--- config.mk ---
export PLATFORM = sky130hd
export DESIGN_NAME = fft_inplace_sequencer_flat
export DESIGN_NICKNAME = d
export VERILOG_FILES = /design/src/rtl/fft_inplace_sequencer_if.sv /design/src/rtl/fft_inplace_sequencer.sv /design/src/flat_wrapper.sv
export SDC_FILE = /design/constraint.sdc
export NUM_CORES = 1
export LEC_CHECK = 0
export BUFFER_PORTS_ARGS = -buffer_cell sky130_fd_sc_hd__buf_2
export CORE_MARGIN = 4
export CORE_UTILIZATION = 30
export DETAILED_ROUTE_END_ITERATION = 10
export PLACE_DENSITY = 0.44
export SLEW_MARGIN = 30
export SYNTH_ARGS = -nofsm -noshare
export SYNTH_HDL_FRONTEND = slang
export SYNTH_SLANG_ARGS = --single-unit
--- constraint.sdc ---
create_clock -name clk -period 11.9 [get_ports clk]
set_clock_uncertainty 0.1 [all_clocks]
set_input_delay 2.38 -clock clk [delete_from_list [all_inputs] [get_ports clk]]
set_output_delay 2.38 -clock clk [all_outputs]
set_load 0.005 [all_outputs]
--- src/rtl/fft_inplace_sequencer_if.sv ---
// Bus bundle for fft_inplace_sequencer.
// Groups three channels: the sample input stream, the operand/result exchange with an
// external radix-2 DIT butterfly, and the spectrum output stream.
//   master : the sequencer side (drives in_ready, bf_* operands, tw_index, out_*, busy)
//   slave  : the environment side (drives in_*, butterfly results, bf_valid, out_ready)
interface fft_inplace_sequencer_if #(
  parameter int unsigned bit_width  = 16,
  parameter int unsigned addr_width = 3
);
  // Input sample stream
  logic                          in_valid;
  logic signed [bit_width-1:0]   in_re;
  logic signed [bit_width-1:0]   in_im;
  logic                          in_ready;
  // Butterfly operands and twiddle index
  logic                          bf_en;
  logic signed [bit_width-1:0]   bf_re1;
  logic signed [bit_width-1:0]   bf_im1;
  logic signed [bit_width-1:0]   bf_re2;
  logic signed [bit_width-1:0]   bf_im2;
  logic        [addr_width-2:0]  tw_index;
  // Butterfly results
  logic                          bf_valid;
  logic signed [bit_width-1:0]   bf_re_o1;
  logic signed [bit_width-1:0]   bf_im_o1;
  logic signed [bit_width-1:0]   bf_re_o2;
  logic signed [bit_width-1:0]   bf_im_o2;
  // Output spectrum stream
  logic                          out_valid;
  logic                          out_ready;
  logic signed [bit_width-1:0]   out_re;
  logic signed [bit_width-1:0]   out_im;
  logic                          out_last;
  logic                          busy;

  modport master (
    input  in_valid, in_re, in_im,
    output in_ready,
    output bf_en, bf_re1, bf_im1, bf_re2, bf_im2, tw_index,
    input  bf_valid, bf_re_o1, bf_im_o1, bf_re_o2, bf_im_o2,
    output out_valid, out_re, out_im, out_last, busy,
    input  out_ready
  );

  modport slave (
    output in_valid, in_re, in_im,
    input  in_ready,
    input  bf_en, bf_re1, bf_im1, bf_re2, bf_im2, tw_index,
    output bf_valid, bf_re_o1, bf_im_o1, bf_re_o2, bf_im_o2,
    input  out_valid, out_re, out_im, out_last, busy,
    output out_ready
  );
endinterface

--- src/rtl/fft_inplace_sequencer.sv ---
// In-place radix-2 DIT FFT sequencer.
// Loads one N-point complex frame in bit-reversed order, issues every butterfly pair of
// every stage to an external butterfly, writes the results back in place, then streams
// the spectrum out in natural order.
// Ports:
//   clk   : rising-edge clock
//   rst_n : asynchronous reset, asserted HIGH despite the name
//   bus   : fft_inplace_sequencer_if.master (input stream, butterfly exchange, output stream)
module fft_inplace_sequencer #(
  parameter int unsigned bit_width  = 16,
  parameter int unsigned N          = 8,
  parameter int unsigned addr_width = 3
) (
  input logic                     clk,
  input logic                     rst_n,
  fft_inplace_sequencer_if.master bus
);

  localparam int unsigned TwW = addr_width - 1;
  localparam logic [addr_width-1:0] IdxMax  = '1;
  localparam logic [addr_width-2:0] PairMax = '1;
  localparam logic [addr_width-1:0] AwM1    = addr_width'(addr_width - 1);

  typedef enum logic [1:0] {StLoad, StCompute, StOutput} state_e;

  state_e                 state_q, state_d;
  logic [addr_width-1:0]  idx_q, idx_d;      // sample index i (LOAD) / j (OUTPUT)
  logic [addr_width-2:0]  pair_q, pair_d;    // pair index p within a stage
  logic [addr_width-1:0]  stage_q, stage_d;  // stage s

  logic [bit_width-1:0] mem_re [N];
  logic [bit_width-1:0] mem_im [N];

  function automatic logic [addr_width-1:0] bitrev(input logic [addr_width-1:0] a);
    for (int b = 0; b < int'(addr_width); b++) begin
      bitrev[b] = a[int'(addr_width) - 1 - b];
    end
  endfunction

  // Pair addressing: half = 2^s, k = p mod half, top = (p >> s) * 2 * half + k.
  logic [addr_width-1:0] pair_ext, half, k, top, bot;
  logic [TwW-1:0]        tw;
  logic                  last_stage, last_pair;

  assign pair_ext   = addr_width'(pair_q);
  assign half       = addr_width'(1) << stage_q;
  assign k          = pair_ext & (half - 1'b1);
  assign top        = (((pair_ext >> stage_q) << stage_q) << 1) | k;
  assign bot        = top + half;
  assign tw         = TwW'(k << (AwM1 - stage_q));
  assign last_stage = (stage_q == AwM1);
  assign last_pair  = (pair_q == PairMax);

  // State and counter registers
  always_ff @(posedge clk or posedge rst_n) begin
    if (rst_n) begin
      state_q <= StLoad;
      idx_q   <= '0;
      pair_q  <= '0;
      stage_q <= '0;
    end else begin
      state_q <= state_d;
      idx_q   <= idx_d;
      pair_q  <= pair_d;
      stage_q <= stage_d;
    end
  end

  // Frame storage; deliberately not reset
  always_ff @(posedge clk) begin
    if (state_q == StLoad && bus.in_valid) begin
      mem_re[bitrev(idx_q)] <= bus.in_re;
      mem_im[bitrev(idx_q)] <= bus.in_im;
    end else if (state_q == StCompute && bus.bf_valid) begin
      mem_re[top] <= bus.bf_re_o1;
      mem_im[top] <= bus.bf_im_o1;
      mem_re[bot] <= bus.bf_re_o2;
      mem_im[bot] <= bus.bf_im_o2;
    end
  end

  // Next state
  always_comb begin
    state_d = state_q;
    unique case (state_q)
      StLoad:    if (bus.in_valid && idx_q == IdxMax) state_d = StCompute;
      StCompute: if (bus.bf_valid && last_pair && last_stage) state_d = StOutput;
      StOutput:  if (bus.out_ready && idx_q == IdxMax) state_d = StLoad;
      default:   state_d = StLoad;
    endcase
  end

  // Counter next-state
  always_comb begin
    idx_d   = idx_q;
    pair_d  = pair_q;
    stage_d = stage_q;
    unique case (state_q)
      StLoad: begin
        pair_d  = '0;
        stage_d = '0;
        if (bus.in_valid) idx_d = idx_q + 1'b1;
      end
      StCompute: begin
        if (bus.bf_valid) begin
          pair_d = pair_q + 1'b1;  // wraps to 0 after N/2-1
          if (last_pair) stage_d = last_stage ? '0 : stage_q + 1'b1;
        end
      end
      StOutput: if (bus.out_ready) idx_d = idx_q + 1'b1;  // wraps to 0 for the next load
      default: ;
    endcase
  end

  // Outputs; data ports are forced to zero outside their owning state
  always_comb begin
    bus.in_ready  = 1'b0;
    bus.bf_en     = 1'b0;
    bus.bf_re1    = '0;
    bus.bf_im1    = '0;
    bus.bf_re2    = '0;
    bus.bf_im2    = '0;
    bus.tw_index  = '0;
    bus.out_valid = 1'b0;
    bus.out_re    = '0;
    bus.out_im    = '0;
    bus.out_last  = 1'b0;
    bus.busy      = 1'b0;
    unique case (state_q)
      StLoad: bus.in_ready = 1'b1;
      StCompute: begin
        bus.bf_en    = 1'b1;
        bus.bf_re1   = mem_re[top];
        bus.bf_im1   = mem_im[top];
        bus.bf_re2   = mem_re[bot];
        bus.bf_im2   = mem_im[bot];
        bus.tw_index = tw;
        bus.busy     = 1'b1;
      end
      StOutput: begin
        bus.out_valid = 1'b1;
        bus.out_re    = mem_re[idx_q];
        bus.out_im    = mem_im[idx_q];
        bus.out_last  = (idx_q == IdxMax);
        bus.busy      = 1'b1;
      end
      default: ;
    endcase
  end

endmodule
--- src/flat_wrapper.sv ---
// flat-port wrapper written by rule: the top's interface ports become plain ports
module fft_inplace_sequencer_flat 
#(
  parameter int unsigned bit_width  = 16,
  parameter int unsigned N          = 8,
  parameter int unsigned addr_width = 3
)
  (clk, rst_n, bus_in_valid, bus_in_re, bus_in_im, bus_in_ready, bus_bf_en, bus_bf_re1, bus_bf_im1, bus_bf_re2, bus_bf_im2, bus_tw_index, bus_bf_valid, bus_bf_re_o1, bus_bf_im_o1, bus_bf_re_o2, bus_bf_im_o2, bus_out_valid, bus_out_re, bus_out_im, bus_out_last, bus_busy, bus_out_ready);
  fft_inplace_sequencer_if #(.bit_width(bit_width), .addr_width(addr_width)) bus_i ();
  input logic clk;
  input logic rst_n;
  input wire logic [$bits(bus_i.in_valid)-1:0] bus_in_valid;
  input wire logic [$bits(bus_i.in_re)-1:0] bus_in_re;
  input wire logic [$bits(bus_i.in_im)-1:0] bus_in_im;
  output wire logic [$bits(bus_i.in_ready)-1:0] bus_in_ready;
  output wire logic [$bits(bus_i.bf_en)-1:0] bus_bf_en;
  output wire logic [$bits(bus_i.bf_re1)-1:0] bus_bf_re1;
  output wire logic [$bits(bus_i.bf_im1)-1:0] bus_bf_im1;
  output wire logic [$bits(bus_i.bf_re2)-1:0] bus_bf_re2;
  output wire logic [$bits(bus_i.bf_im2)-1:0] bus_bf_im2;
  output wire logic [$bits(bus_i.tw_index)-1:0] bus_tw_index;
  input wire logic [$bits(bus_i.bf_valid)-1:0] bus_bf_valid;
  input wire logic [$bits(bus_i.bf_re_o1)-1:0] bus_bf_re_o1;
  input wire logic [$bits(bus_i.bf_im_o1)-1:0] bus_bf_im_o1;
  input wire logic [$bits(bus_i.bf_re_o2)-1:0] bus_bf_re_o2;
  input wire logic [$bits(bus_i.bf_im_o2)-1:0] bus_bf_im_o2;
  output wire logic [$bits(bus_i.out_valid)-1:0] bus_out_valid;
  output wire logic [$bits(bus_i.out_re)-1:0] bus_out_re;
  output wire logic [$bits(bus_i.out_im)-1:0] bus_out_im;
  output wire logic [$bits(bus_i.out_last)-1:0] bus_out_last;
  output wire logic [$bits(bus_i.busy)-1:0] bus_busy;
  input wire logic [$bits(bus_i.out_ready)-1:0] bus_out_ready;
  assign bus_i.in_valid = bus_in_valid;
  assign bus_i.in_re = bus_in_re;
  assign bus_i.in_im = bus_in_im;
  assign bus_in_ready = bus_i.in_ready;
  assign bus_bf_en = bus_i.bf_en;
  assign bus_bf_re1 = bus_i.bf_re1;
  assign bus_bf_im1 = bus_i.bf_im1;
  assign bus_bf_re2 = bus_i.bf_re2;
  assign bus_bf_im2 = bus_i.bf_im2;
  assign bus_tw_index = bus_i.tw_index;
  assign bus_i.bf_valid = bus_bf_valid;
  assign bus_i.bf_re_o1 = bus_bf_re_o1;
  assign bus_i.bf_im_o1 = bus_bf_im_o1;
  assign bus_i.bf_re_o2 = bus_bf_re_o2;
  assign bus_i.bf_im_o2 = bus_bf_im_o2;
  assign bus_out_valid = bus_i.out_valid;
  assign bus_out_re = bus_i.out_re;
  assign bus_out_im = bus_i.out_im;
  assign bus_out_last = bus_i.out_last;
  assign bus_busy = bus_i.busy;
  assign bus_i.out_ready = bus_out_ready;
  fft_inplace_sequencer #(.bit_width(bit_width), .N(N), .addr_width(addr_width)) u_core (.clk(clk), .rst_n(rst_n), .bus(bus_i));
endmodule
==> impl_metrics.toml <==
[power_and_ir_drop]
ir_drop_mv = 0.1485
combinationalPowerShare_pct = 46.7
p_leak_nw = 7.762
p_sw_w = 0.001936
clkPwrFrac_pct = 22.2
p_int_w = 0.002852
p_sw_share_pct = 40.44
seq_power_share_pct = 31.1
power_density_nw_per_um2 = 223.7

[placement]
place_congestion = 0.7833
io_buffers = 203
post-dp-hpwl_mm = 40.76
dp_slack_ps = 4242

[floorplanning]
die_w_um = 256.1
fp.dieH_um = 256.1
die_area_sq_um = 65590
core_area_sq_um = 60700
pin_count = 204
start_util_pct = 30.43
num_rows = 90

[outcome]
status = "finished clean"

[setup_path]
path_class = "register to primary output"
arrival_ps = 6170
crit_fanout = 52
start_kind = "register"
cp.required_ps = 9420
r2r_setup_slack_ps = 4780
r2r_cells = 10
cp-end-kind = "primary output"
rr_startpoint = "u_core.stage_q[1]"
r2r-end = "u_core.mem_im[4][10]"

[clock_network]
ctsHoldBuffers = 0
cts.sinks = 266
clk_path_buf_depth = 3
cts_tree = "done"
cts_buffers = 35
cts-htree-levels = 2
clock_latency_ps = 550
clkTransAtPathRegs_ps = 60
cts_setup_buffers = 0
cts_root_buffer = "clkbuf_16"
cts.repair.resized = 0

[timing]
fin_ws_ps = 3247
tightest_slew_ps = 1017
finalSetupViolCount = 0
rsz0062_at_grt = "false"
tns_ps = 0
hold_viol_final = 0
relSlewSlack_pct = 32.21
fin_crit_ps = 8653
fin_crit_sh_pct = 72.72
finalMaxSlewViolations = 0
max_freq_ghz = 0.1156

[synth]
synthCells = 1524
avgSynthCellArea_sq_um = 12.12
synthFlopType = "edfxtp_1"
yosysSeqAreaShare_pct = 42.98
synth_nets = 1636
yosys_register_bits = 266
async_flop_share_pct = 3.759
synth_edf_count = 256
synth_area_sq_um = 18470
yosysWarnings = 0
synth.distinct_cells = 48

[route]
vias = 14064
antenna_left = 0
wire_per_inst_um = 28.83
drt_iter0_markers = 1532
viasPerCell = 5.694
drc = 0
wirelength_mm = 71.22
dr.pass1.iters = 5

[grt]
antenna_found_initial = 6
grt_pass1_vias = 14337
grt_max_degree = 76
grt_overflow = 0
grt_pass1_wl_mm = 102.6
grt_use_total_pct = 21.04

[worst_hold_path]
hold_end = "u_core.pair_q[0]"
hp-class = "register to register"
whs_path_depth = 1
worstHoldStart = "u_core.pair_q[0]"

[flow_run]
maxCapViolations = 0

[layout]
mostFrequentLayoutCells = "nand2_1, edfxtp_1, mux2_2, buf_2, mux4_2"
final_common_cell = "nand2_1"
post-route-util_pct = 35.27
drive_gt1_share_pct = 41.90
nets = 1772
ff_latch_area_sq_um = 7949
syn2layout_area_growth_pct = 15.93
fillers = 5942
multi_input_area_sq_um = 10050
[flip-flops by register name (all words and copies together), names as in the netlist]
register,flops
u_core.mem_im,128
u_core.stage_q,3
u_core.mem_re,128
u_core.state_q,2
u_core.pair_q,2
u_core.idx_q,3
[worst max-delay path: stages (launching register included)]
cell and delay, ps:
dfrtp_1 490, o21ai_0 270, o41a_2 190, buf_4 590
clkinv_2 920, fa_4 1730, inv_2 310, buf_4 430
nand4_1 190, and4_1 290, buf_2 150
[cell usage after synthesis (all sizes together), types with 2 or more instances]
master  number  area [sq um]
a31oi       20         125.1
mux2i       35         362.8
nor3         2         10.01
nand3       16         80.08
nor4         3         63.81
edfxtp     256          7687
and4        20         175.2
ha          10         125.1
dfrtp       10         250.2
o2111a      12         135.1
inv         12         45.04
mux2       257          2894
nand2      383          1438
o21bai       4         30.03
o22ai        3         18.77
nor2b       36         235.2
nand2b       3         18.77
nor2        16         60.06
a41oi        4         35.03
and2         3         18.77
xnor2        3         33.79
buf         68         351.6
mux4       140          3153
clkbuf      67         251.5
a21oi       37         185.2
a21o         2         15.01
nand4       77         481.7
o21ai       14         70.07
[power groups by stage]
stage	registers (W)	clock network [W]	logic, W
2_1_floorplan	0.00136	0	0.00148
3_3_place_gp	0.00150	0	0.00222
3_5_place_dp	0.00151	0	0.00224
4_1_cts	0.00149	0.00109	0.00225
5_1_grt	0.00151	0.00112	0.00239
6_report	0.00149	0.00106	0.00223
[cell families after synthesis]
family / Yosys count / synth area share [%]
simple gates: 561 / 14.05
mux: 432 / 34.71
flops: 266 / 42.98
buf+inv: 147 / 3.509
compound gates: 102 / 3.611
fa+ha+maj: 11 / 0.7859
xor+xnor: 4 / 0.3320
other cells: 1 / 0.02031
[per-layer routing]
layer / global-route usage [%] / vias up / routed length [um] / part of all wire, %
met4: 5.592 / 4 / 1596 / 2.2
met1: 28.89 / 7230 / 30830 / 43
met2: 34.53 / 604 / 33870 / 48
met3: 3.691 / 97 / 4891 / 6.9
met5: 0 / - / 34 / 0.048
li1: - / 6129 / - / -
[worst max-delay path by stage]
stage / end / depth (start not counted) / startpoint / slack, ps
after CTS: bus_bf_im2[0] / 10 / u_core.stage_q[1] / 3630
after global placement: bus_bf_re2[6] / 10 / u_core.stage_q[1] / 4230
after floorplan: u_core.mem_im[6][0] / 8 / bus_bf_valid / 5280
after global routing: bus_bf_im2[2] / 10 / u_core.stage_q[2] / 3030
after detailed placement: bus_bf_im2[0] / 10 / u_core.stage_q[1] / 4240
final: bus_bf_re2[11] / 10 / u_core.stage_q[1] / 3250
[stage by stage]
step | instances | hold WS [ps] | area, sq um | total power (W)
after global routing | 2469 | 501.0 | 21410 | 0.005015
after floorplan | 1524 | 411.3 | 18470 | 0.002843
after detailed placement | 2405 | 458.7 | 20270 | 0.003742
after global placement | 2405 | 453.9 | 20270 | 0.003723
final | 2470 | 473.0 | 21410 | 0.004789
after CTS | 2467 | 472.7 | 21390 | 0.004822
[cell type report]
type / instances / share of cell area, %
Sequential cell: 266 / 37.13
Timing Repair Buffer: 234 / 5.868
Antenna cell: 3 / 0.03507
Multi-Input combinational cell: 1111 / 46.96
Inverter: 12 / 0.2162
Clock buffer: 46 / 4.529
Tap cell: 782 / 4.570
Clock inverter: 16 / 0.6955
No activity file was read; power rests on OpenSTA's default activity.
